[config.mk]
export PLATFORM = sky130hd
export DESIGN_NAME = relin_key_scheduler
export DESIGN_NICKNAME = d
export VERILOG_FILES = /design/src/rtl/relin_key_scheduler.sv
export SDC_FILE = /design/constraint.sdc
export NUM_CORES = 1
export LEC_CHECK = 0
export CAP_MARGIN = 40
export CORE_MARGIN = 1
export CORE_UTILIZATION = 38
export DETAILED_ROUTE_END_ITERATION = 7
export PLACE_DENSITY = 0.62
export SETUP_SLACK_MARGIN = 0.2
export SLEW_MARGIN = 20
export SYNTH_ARGS = -nofsm -noshare
export SYNTH_HDL_FRONTEND = slang
export SYNTH_SLANG_ARGS = --single-unit
[constraint.sdc]
create_clock -name clk -period 3.6 [get_ports clk]
set_clock_uncertainty 0.15 [all_clocks]
set_input_delay 0.54 -clock clk [delete_from_list [all_inputs] [get_ports clk]]
set_output_delay 0.54 -clock clk [all_outputs]
set_load 0.02 [all_outputs]
[src/rtl/relin_key_scheduler.sv]
// Round-robin arbiter and tile address sequencer for the shared relinearisation key loader.
// Grant is one cycle after request, and the owner keeps the loader until its whole key has streamed out.
module relin_key_scheduler #(
  parameter int RELIN_KEY_TILE_WIDTH = 8,
  parameter int RELIN_KEY_LENGTH     = 512,
  parameter int NUM_REQ              = 2
) (
  input  logic                              clk,
  input  logic                              reset,
  input  logic [NUM_REQ-1:0]                req,
  input  logic [NUM_REQ-1:0]                req_c_sel,
  input  logic                              tile_ready,
  input  logic                              flush,
  output logic [NUM_REQ-1:0]                grant,
  output logic                              c1_or_c0,
  output logic                              valid_address,
  output logic [$clog2(RELIN_KEY_LENGTH):0] address,
  output logic                              last_tile,
  output logic [NUM_REQ-1:0]                burst_done,
  output logic                              busy
);

  localparam int AW = $clog2(RELIN_KEY_LENGTH) + 1;
  localparam int PW = $clog2(NUM_REQ);
  localparam logic [AW-1:0] LAST = AW'(RELIN_KEY_LENGTH - RELIN_KEY_TILE_WIDTH);
  localparam logic [AW-1:0] STEP = AW'(RELIN_KEY_TILE_WIDTH);

  typedef enum logic [1:0] {IDLE, BURST, DONE} state_t;

  state_t               state_q, state_d;
  logic [NUM_REQ-1:0]   grant_q, grant_d;
  logic [NUM_REQ-1:0]   done_q, done_d;
  logic [PW-1:0]        owner_q, owner_d;
  logic [PW-1:0]        rr_q, rr_d;
  logic                 c1_q, c1_d;
  logic                 vld_q, vld_d;
  logic [AW-1:0]        addr_q, addr_d;
  logic [PW-1:0]        cand;
  logic [PW-1:0]        win;
  logic                 found;

  always_ff @(posedge clk or negedge reset) begin
    if (!reset) begin
      state_q <= IDLE;
      grant_q <= '0;
      done_q  <= '0;
      owner_q <= '0;
      rr_q    <= '0;
      c1_q    <= 1'b0;
      vld_q   <= 1'b0;
      addr_q  <= '0;
    end else begin
      state_q <= state_d;
      grant_q <= grant_d;
      done_q  <= done_d;
      owner_q <= owner_d;
      rr_q    <= rr_d;
      c1_q    <= c1_d;
      vld_q   <= vld_d;
      addr_q  <= addr_d;
    end
  end

  always_comb begin
    state_d = state_q;
    grant_d = grant_q;
    done_d  = '0;
    owner_d = owner_q;
    rr_d    = rr_q;
    c1_d    = c1_q;
    vld_d   = vld_q;
    addr_d  = addr_q;
    cand    = '0;
    win     = rr_q;
    found   = 1'b0;

    // Search starts at the round-robin pointer so the previous owner ends up last.
    for (int i = 0; i < NUM_REQ; i++) begin
      cand = PW'((int'(rr_q) + i) % NUM_REQ);
      if (!found && req[cand]) begin
        found = 1'b1;
        win   = cand;
      end
    end

    if (flush) begin
      state_d = IDLE;
      grant_d = '0;
      c1_d    = 1'b0;
      vld_d   = 1'b0;
      addr_d  = '0;
    end else begin
      case (state_q)
        IDLE: begin
          if (found) begin
            state_d = BURST;
            grant_d = NUM_REQ'(1) << win;
            owner_d = win;
            c1_d    = req_c_sel[win];
            vld_d   = 1'b1;
            addr_d  = '0;
          end
        end
        BURST: begin
          if (tile_ready) begin
            if (addr_q == LAST) begin
              state_d = DONE;
              vld_d   = 1'b0;
              addr_d  = '0;
            end else begin
              addr_d = addr_q + STEP;
            end
          end
        end
        DONE: begin
          state_d = IDLE;
          done_d  = grant_q;
          grant_d = '0;
          c1_d    = 1'b0;
          rr_d    = (owner_q == PW'(NUM_REQ - 1)) ? '0 : owner_q + PW'(1);
        end
        default: begin
          state_d = IDLE;
          grant_d = '0;
          vld_d   = 1'b0;
          addr_d  = '0;
        end
      endcase
    end
  end

  assign grant         = grant_q;
  assign c1_or_c0      = c1_q;
  assign valid_address = vld_q;
  assign address       = addr_q;
  assign burst_done    = done_q;
  assign last_tile     = vld_q && (addr_q == LAST);
  assign busy          = (state_q != IDLE);

endmodule

**Yosys cells after proc, flatten, opt, wreduce, memory -nomap -nowiden**

Cells that the tools add are included.

- Register bits: 20
- Output and inout bits: 18
- Word-level logic and storage cells: 70

- $add $sub $neg: 3
- $lt $le $gt $ge: 3
- Eq/ne operators: 8
- Shift-type cells: 1
- Multiplexer cells: 33
- Bitwise operators: 1
- Reductions and logical operators: 13

Operator list:

| cell | count |
|---|---|
| 10-bit 2-to-1 mux | 4 |
| 10-bit case mux with 3 select lines | 1 |
| 1-bit 2-to-1 mux | 16 |
| 2-bit 2-to-1 mux | 8 |
| 10-bit by 4-bit adder with 10-bit output (second input constant) | 1 |
| 10-bit by 9-bit == test with 1-bit output (second input constant) | 1 |
| 3-bit != test (second input constant) | 3 |
| 3-bit AND reduction | 3 |
| 2-bit case mux with 2 select lines | 2 |
| 1-bit by 2-bit less-than comparator with 1-bit output (second input constant) | 3 |
| 2-bit AND reduction | 3 |
| 2-bit != test (second input constant) | 2 |
| 4-bit AND reduction | 1 |
| 1-bit case mux with 3 select lines | 1 |
| 3-bit nonzero test | 1 |
| 1-bit adder (second input constant) | 2 |
| 2-bit by 1-bit == test with 1-bit output (second input constant) | 1 |
| 2-bit == test (second input constant) | 1 |
| 1-bit logical AND | 2 |
| 2-bit logical NOT | 1 |
| 1-bit case mux with 2 select lines | 1 |
| 2-bit nonzero test | 1 |
| 1-bit by 1-bit left shift with 2-bit output (first input constant) | 1 |
| 1-bit logical NOT | 1 |
| 1-bit inverter | 1 |

**Depth between registers and ports, before layout**

- Depth in word-level cells: 11
- Mapped depth: 5
- Gate-level depth less buffers: 5

**Worst setup path before layout**

No wires, ideal clock.

- Path type: flip-flop to output port
- Start: register addr_q[9] (netlist: address[9])
- End: output port last_tile
- Arrival time: 1.198 ns
- Required time: 2.910 ns
- Slack: 1.712 ns
- Cell stages (with the launch flop): 3
- Path buffers: 0
- Path through: dfrtp_1 -> nand4b_1 -> nor3_1

- Cells in the longest elaborated chain, start to end: 2

RTL lines:

| element | line | source |
|---|---|---|
| from (decl) | 37 | `logic [AW-1:0] addr_q, addr_d;` |
| from (signal assigned) | 60 | `addr_q <= addr_d;` |
| 10-bit by 9-bit == test with 1-bit output | 137 | `assign last_tile = vld_q && (addr_q == LAST);` |
| 1-bit logical AND | 137 |  |
| to (decl) | 18 | `output logic last_tile,` |

No other way between the ends.

**Worst setup path after layout**

Same ends and word-level chain as after synthesis.

==> flow_summary.toml <==
[outcome]
status = "completed"

[clock_network]
cts_max_path_buffers = 2
clkTransAtPathRegs_ns = 0.10
cts.sinks = 17
clock_latency_ns = 0.28
cts_tree = "done"
numCtsBuffers = 3
ctsHoldBuffers = 0
cts_max_level = 1
cts_setup_buffers = 0
cts_resized = 0
clockRootBuffer = "clkbuf_4"

[worst_setup_path]
crit_fanout = 5
cp-end-kind = "primary output"
crit_start = "address[9]"
r2r_cells = 4
required_ns = 2.91
worst_setup_path_start_kind = "flip-flop"
critPathKind = "reg -> out"
r2r_start = "state_q[0]"
r2r_slack_ns = 1.69
cp-endpoint = "last_tile"
rr_endpoint = "address[7]"
cp.arrival_ns = 1.77

[drt]
vias_per_cell = 5.39
detail_route.first_pass.iterations = 4
wire_per_inst_um = 13.5
wl_mm = 2.05
drtAntennaViolNets = 0
dr.first_iter.drc_count = 3
drcViolationCount = 0
via_count = 819

[pwr]
power_density_nw_per_um2 = 320
pwr-share-comb = 0.180
p_leak_nw = 0.531
design_power_total_mw = 0.378
switchingPower_mw = 0.106
internal_power_mw = 0.272
seqPwrFrac = 0.550
ir_drop_v = 0.000180
clockPowerShare = 0.270
p_sw_frac = 0.281

[timing]
slew_violations = 0
finalCritPeriodShare = 0.684
whs_ns = 0.329
tns_ns = 0
worst_pin_slew_ns = 0.558
rsz0062_at_grt = "false"
hold_viol = 0
slew_headroom = 0.626
min_period_ns = 2.46
max_clock_freq_ghz = 0.406
setup_viol = 0

[finish]
antenna_cells = 0
syn_to_final_growth_pct = 29.8
drive_gt1_frac = 0.0806
layout_common_cells = "clkdlybuf4s50_1, dfrtp_1, nand2_1"
nNetsFinal = 134
layout_commonest_cell = "clkdlybuf4s50_1"

[synth]
synth_compound_gate_area_share = 0.190
synth-seq-cells = 17
syn_inst = 100
synth_top_family_by_area = "simple AND/OR/NAND/NOR gates"
synthSimpleGateAreaFrac = 0.267
ys_warn_count = 0
netlist_area_sq_um = 908
synth-xor-area-share = 0
yosysUniqueCellTypes = 35
synth_seq_area_share = 0.468
synth-adder-area-share = 0.0138
synthMuxAreaShare = 0.0110
synth_area_per_cell_sq_um = 9.08

[run]
cap_violations = 0

[grt]
antenna_found_initial = 0
globalRouteTotalUtil = 0.181
grt-ovfl-total = 0
grt_max_degree = 18
grt_pass1_wl_mm = 3.48
grt_pass1_vias = 770

[placed_design]
dp_hpwl_mm = 1.50
port_buffers = 22
gp_congestion = 0.845

[min_path]
worstHoldPathType = "reg -> reg"

[floorplan]
die_h_um = 50.9
initial_core_util = 0.407
core_area_sq_um = 2230
die_w_um = 50.9
rows = 17
io_pins = 26
die_area_sq_um = 2590
## flip-flops by register name, indices dropped and copies added, names as in the netlist
| name | cells |
|---|---|
| rr_q | 1 |
| owner_q | 1 |
| state_q | 2 |
| grant | 2 |
| valid_address | 1 |
| c1_or_c0 | 1 |
| burst_done | 2 |
| address | 7 |
## stage by stage
step	util	std cells	instance area (sq um)	setup WS, ns
floorplan	-	102	916	1.71
global placement	0.511	147	1140	1.25
detailed placement	0.511	147	1140	1.15
CTS	0.523	151	1170	1.11
global route	0.528	152	1180	1.05
finish	0.528	152	1180	1.14
## power by group through the flow
stage	sequential [mW]	clock (mW)	combinational [mW]
after floorplan	0.214	0	0.0346
after global placement	0.211	0	0.0664
after detailed placement	0.212	0	0.0670
after CTS	0.208	0.108	0.0674
after global routing	0.209	0.114	0.0749
final	0.208	0.102	0.0680
## layout make-up
cell class	count	area (sq um)
inverters	3	11.3
flip-flops and latches	17	425
clock buffers	4	26.3
well taps	28	35.0
fillers	227	1050
repair buffers	23	231
multi-input cells	77	449
## layer usage
layer / GRT usage / wire length [um] / part of all wire / vias up
met3: 0.0298 / 62 / 0.030 / 2
met1: 0.214 / 970 / 0.47 / 393
li1: - / - / - / 408
met4: 0.0833 / 12 / 0.0058 / 0
met5: 0 / 0 / 0 / -
met2: 0.318 / 1010 / 0.49 / 16
## Yosys cell counts (all sizes together)
master / instances / area share
a31oi: 3 / 0.021
nand3b: 1 / 0.0083
a21oi: 7 / 0.039
nor2: 8 / 0.033
o211a: 1 / 0.011
nor3b: 1 / 0.0083
a21boi: 1 / 0.0083
conb: 1 / 0.0041
o22ai: 3 / 0.021
nor2b: 1 / 0.0069
and3: 6 / 0.044
dfrtp: 17 / 0.47
nand2b: 2 / 0.014
clkbuf: 2 / 0.0083
inv: 3 / 0.012
o21ai: 3 / 0.017
nor4: 1 / 0.0069
nand4b: 1 / 0.0096
ha: 1 / 0.014
o21a: 2 / 0.017
o211ai: 4 / 0.033
nor3: 5 / 0.028
buf: 3 / 0.025
or2: 3 / 0.021
o21bai: 2 / 0.017
a21o: 1 / 0.0083
or4: 2 / 0.018
nand4: 1 / 0.0069
mux2i: 1 / 0.011
nand2: 10 / 0.041
nand3: 3 / 0.022
## kinds of logic after synthesis
group | Yosys count
flops | 17
fa+ha+maj | 1
simple gates | 45
other cells | 1
compound gates | 27
buf+inv | 8
mux | 1
## how the worst min path moves through the flow
stage / end / cells past startpoint / slack [ns] / start
after floorplan: address[3] / 0 / 0.09 / reset
after global placement: rr_q / 1 / 0.31 / owner_q
after detailed placement: rr_q / 1 / 0.32 / owner_q
after CTS: rr_q / 1 / 0.33 / owner_q
after global routing: rr_q / 1 / 0.36 / owner_q
final: rr_q / 1 / 0.33 / owner_q
## critical path, cell delays in order (launching register included)
cell             delay, ns
dfrtp_1               0.42
nand4b_1              0.26
nor3_1                0.18
clkdlybuf4s50_1       0.63
Power figures use the tool's default switching activity.
